$ cat src/rtl/sat_counter.sv
// Up-counter that sticks at all-ones; synchronous clear wins over increment.
module sat_counter #(
    parameter int unsigned W = 32
) (
    input  logic         clk,
    input  logic         rst,
    input  logic         clr,
    input  logic         inc,
    output logic [W-1:0] q
);

    logic [W-1:0] r_q;

    always_ff @(posedge clk) begin
        if (rst) begin
            r_q <= '0;
        end else if (clr) begin
            r_q <= '0;
        end else if (inc && (r_q != '1)) begin
            r_q <= r_q + W'(1);
        end
    end

    assign q = r_q;

endmodule

$ cat config.mk
export PLATFORM = sky130hd
export DESIGN_NAME = sat_counter
export DESIGN_NICKNAME = d
export VERILOG_FILES = /design/src/rtl/sat_counter.sv
export SDC_FILE = /design/constraint.sdc
export NUM_CORES = 1
export LEC_CHECK = 0
export CAP_MARGIN = 20
export CORE_UTILIZATION = 45
export CTS_BUF_LIST = sky130_fd_sc_hd__clkbuf_2 sky130_fd_sc_hd__clkbuf_4 sky130_fd_sc_hd__clkbuf_8
export CTS_CLUSTER_SIZE = 28
export DETAILED_ROUTE_END_ITERATION = 8
export DONT_BUFFER_PORTS = 1
export SYNTH_ARGS = -nofsm -noshare
export SYNTH_HDL_FRONTEND = slang
export SYNTH_SLANG_ARGS = --single-unit
$ cat constraint.sdc
create_clock -name clk -period 2.7 [get_ports clk]
set_input_delay 0.675 -clock clk [delete_from_list [all_inputs] [get_ports clk]]
set_output_delay 0.675 -clock clk [all_outputs]
set_load 0.02 [all_outputs]
-- Word-level counts from Yosys, hierarchy flattened
Cells that the tools add are included.
- register bits: 32
- output and inout port bits: 32
- add/sub/neg operators: 1
- equality and inequality tests: 1
- reduce and logical (&&, ||, !) cells: 2
- operator list (kind ; count):
    $add 32x1->32 const B ; 1
    $ne 32x32->1 const B ; 1
    $reduce_or 2->1 ; 1
    $logic_and 1x1->1 ; 1

-- Depth between registers and ports, before layout
- depth after elaboration: 2
- depth in mapped cells: 8
- mapped depth without buffers: 6

-- Least setup slack after synthesis
OpenSTA, ideal clock, no wires.
- path type: register to register
- from: register r_q[0], in the netlist q[0]
- to: register r_q[26], in the netlist q[26]
- data arrival time: 2.189 ns
- data required time: 2.630 ns
- path slack: 0.440 ns
- cell stages (with the launch flop): 7
- path buffers: 0
- clock period less this slack: 2.260 ns
- cell sequence: dfxtp_1 > ha_1 > nand2_1 > or4_4 > or4_4 > or3_1 > a21oi_1
- cells in the longest elaborated chain, start to end: 2
- elaborated cells on any way between the ends: 3
- those cells by class: 1 x add/sub; 1 x eq/ne; 1 x reduce/logical
- ends and longest elaborated chain (what ; RTL line ; text):
    start: declaration ; 12 ; logic [W-1:0] r_q;
    start signal: assignment ; 20 ; r_q <= r_q + W'(1);
    branches (longest 2 deep; another with $add 32x1->32) ; n/a ;
Several ways; the timed one is not identified.
A chain may end at the register's enable or synchronous reset.

-- Final worst setup path
- from: register r_q[13], in the netlist q[13]
- to: register r_q[31], in the netlist q[31]
The elaborated chain is that of the path after synthesis.

==> impl_metrics.py <==
metrics = {
    "cts": {
        "post_cts.repair.setup_buffers": 0,
        "clk_pin_slew_worst_paths_ps": 100,
        "ctsResizeCount": 0,
        "clock_sinks": 32,
        "cts_tree": "done",
        "h-tree-depth": 2,
        "root_buffer": "clkbuf_4",
        "clkLatencyLatePin_ps": 340,
        "cts_buffer_depth": 2,
        "cts_inserted_buffers": 5,
        "hold_buffers": 0,
    },
    "drt": {
        "routed_wl_um": 3920,
        "drt-wirelength-per-cell_um": 15.2,
        "viasPerCell": 6.11,
        "ant_nets": 0,
        "initialDrtViolationCount": 101,
        "vias": 1576,
        "drc_errors": 0,
        "drtPass1Iterations": 4,
    },
    "worst_setup_path": {
        "worstSetupStartpointType": "flop",
        "cp_slowest_cell": "or4_1",
        "cp.required_ps": 2970,
        "crit_arrival_ps": 2620,
        "reg2reg_from": "q[13]$_SDFFE_PP0P_",
        "crit_chain": "nand4_1 > or4_1 > o311ai_1 > buf_4 > o21ai_0 > a21oi_1",
        "critPathCaptureType": "flop",
        "crit_path_max_incr_delay_ps": 680,
        "reg2reg_depth": 6,
        "path_class": "reg -> reg",
        "path_max_fanout": 11,
        "cp-startpoint": "q[13]$_SDFFE_PP0P_",
    },
    "synthesis": {
        "synth_nets": 203,
        "ys_ff_latch": 32,
        "async_flop_share_pct": 0,
        "syn_avg_cell_area_um2": 8.18,
        "synth_cells": 198,
        "ys_seq_area_share_pct": 39.5,
        "synthesis.area_mm2": 0.00162,
        "synth-edff-count": 0,
        "yosysWarningCount": 0,
        "synth_ff_type": "dfxtp_1",
        "ys_types": 37,
    },
    "global_route": {
        "grt-ovfl-total": 0,
        "grt_pass1_wl_um": 6240,
        "grt_pass1_vias": 1350,
        "antenna_found_initial": 0,
        "grt_max_degree": 31,
        "grt_usage_pct": 23.0,
    },
    "run_status": {
        "run_status": "complete, no violations",
    },
    "cells_and_area": {
        "register_area_um2": 641,
        "antenna_cells": 0,
        "drive_gt1_share_pct": 13.7,
        "layout.nets": 216,
        "final_cell_mix": "dfxtp_1 (32), nand2_1 (18), nor2_1 (16)",
        "area_growth_syn_to_layout_pct": 12.2,
        "final_area_mm2": 0.00182,
        "largest_reg_flops": 32,
        "layout_commonest_cell": "dfxtp_1",
        "multi_input_area_um2": 926,
        "fill_cells": 348,
    },
    "power_and_ir_drop": {
        "switching_share_pct": 22.5,
        "pwr-share-seq_pct": 58.4,
        "power_mw": 0.810,
        "p_per_area_mw_per_mm2": 445,
        "clkPwrFrac_pct": 38.7,
        "p_int_mw": 0.627,
        "combPwrFrac_pct": 2.8,
        "p_leak_nw": 0.574,
        "peakVddDrop_mv": 0.250,
        "p_switching_mw": 0.182,
    },
    "floorplan": {
        "coreArea_mm2": 0.00339,
        "rows": 21,
        "num_io_pins": 36,
        "die-area_mm2": 0.00384,
        "dieHeight_um": 62.0,
        "die_w_um": 62.0,
        "initial_utilization_pct": 47.8,
    },
    "timing": {
        "fin_ws_ps": 346,
        "finalClockSkew_ps": 9.38,
        "fmax_mhz": 425,
        "drv_slew": 0,
        "tightest_slew_ps": 582,
        "hold_violations": 0,
        "whs_ps": 497,
        "rsz0062_at_grt": "no",
        "slew_headroom_pct": 61.2,
        "period_minus_slack_ps": 2350,
        "post-route-period-util_pct": 87.2,
        "setup_viol": 0,
        "setup_tns_ps": 0,
    },
    "hold_path": {
        "holdCritStartpoint": "inc",
        "min_path_type": "in -> reg",
        "hold_depth": 2,
    },
    "place": {
        "dpl-instance-area_mm2": 0.00175,
        "dp_hpwl_um": 2820,
        "portBuffers": 0,
        "gp_congestion": 0.899,
        "place_ws_ps": 353,
    },
    "flow_run": {
        "cap_violations": 0,
    },
}
[cells in the mapped netlist, drive strengths merged (4+ instances only)]
cell type	instances	area, um^2
xnor2	5	43.8
clkbuf	5	18.8
or3	16	105
nor4	4	25.0
or4	6	52.6
a21oi	15	75.1
buf	4	20.0
inv	4	15.0
nand3	12	60.1
o21ai	16	80.1
nor2	16	60.1
a31oi	4	25.0
nand2	18	67.6
dfxtp	32	641
nand4	10	77.6
nor3	4	20.0
[metal layers]
layer  up-vias  wire (um)  track usage [%]
li1        781          -                -
met1       739       1780             29.7
met2        45       1800             33.9
met3        11        231             6.83
met4         0        109             13.3
met5         -          0                0
[kinds of logic (layout without fill, tap and decap cells)]
logic type	count (synthesis)	in the layout	synth area share [%]
and+or+nand+nor	91	91	31.2
AOI/OAI and AO/OA	54	54	21.4
DFF	32	32	39.5
buffers and inverters	13	27	3.32
xor gates and xnor gates	7	7	3.78
adders and majority gates	1	1	0.772
[power groups by stage]
stage | Sequential, mW | Clock (mW) | Combinational [mW]
after floorplan | 0.486 | 0 | 0.0137
after global placement | 0.484 | 0 | 0.0224
after detailed placement | 0.484 | 0 | 0.0230
after CTS | 0.473 | 0.320 | 0.0230
after global routing | 0.474 | 0.344 | 0.0257
final | 0.473 | 0.314 | 0.0229
[critical path: cells and delay by family (launching register included)]
family	cells	cell delay (ps)
simple gates	2	960
compound gates	3	580
buf+inv	1	220
flops	1	530
[final timing paths]
| check | slack (ps) | endpoint |
|---|---|---|
| worst max-delay path | 350 | q[31]$_SDFFE_PP0P_ |
| worst min-delay path | 500 | q[2]$_SDFFE_PP0P_ |
| worst max register to register | 350 | q[31]$_SDFFE_PP0P_ |
| worst min register to register | 580 | q[7]$_SDFFE_PP0P_ |
[through the flow]
stage	util (%)	cells
after detailed placement	51.7	250
after floorplan	-	198
final	53.6	258
after global placement	51.7	250
after global routing	53.6	258
after CTS	53.6	258
[cell type report]
| class | count | share of cell area (%) |
|---|---|---|
| multi-input cells | 153 | 50.9 |
| flip-flops and latches | 32 | 35.2 |
| repair buffers | 15 | 6.19 |
| clock buffers | 8 | 3.65 |
| well taps | 46 | 3.17 |
| inverters | 4 | 0.826 |
Power figures use the tool's default switching activity.
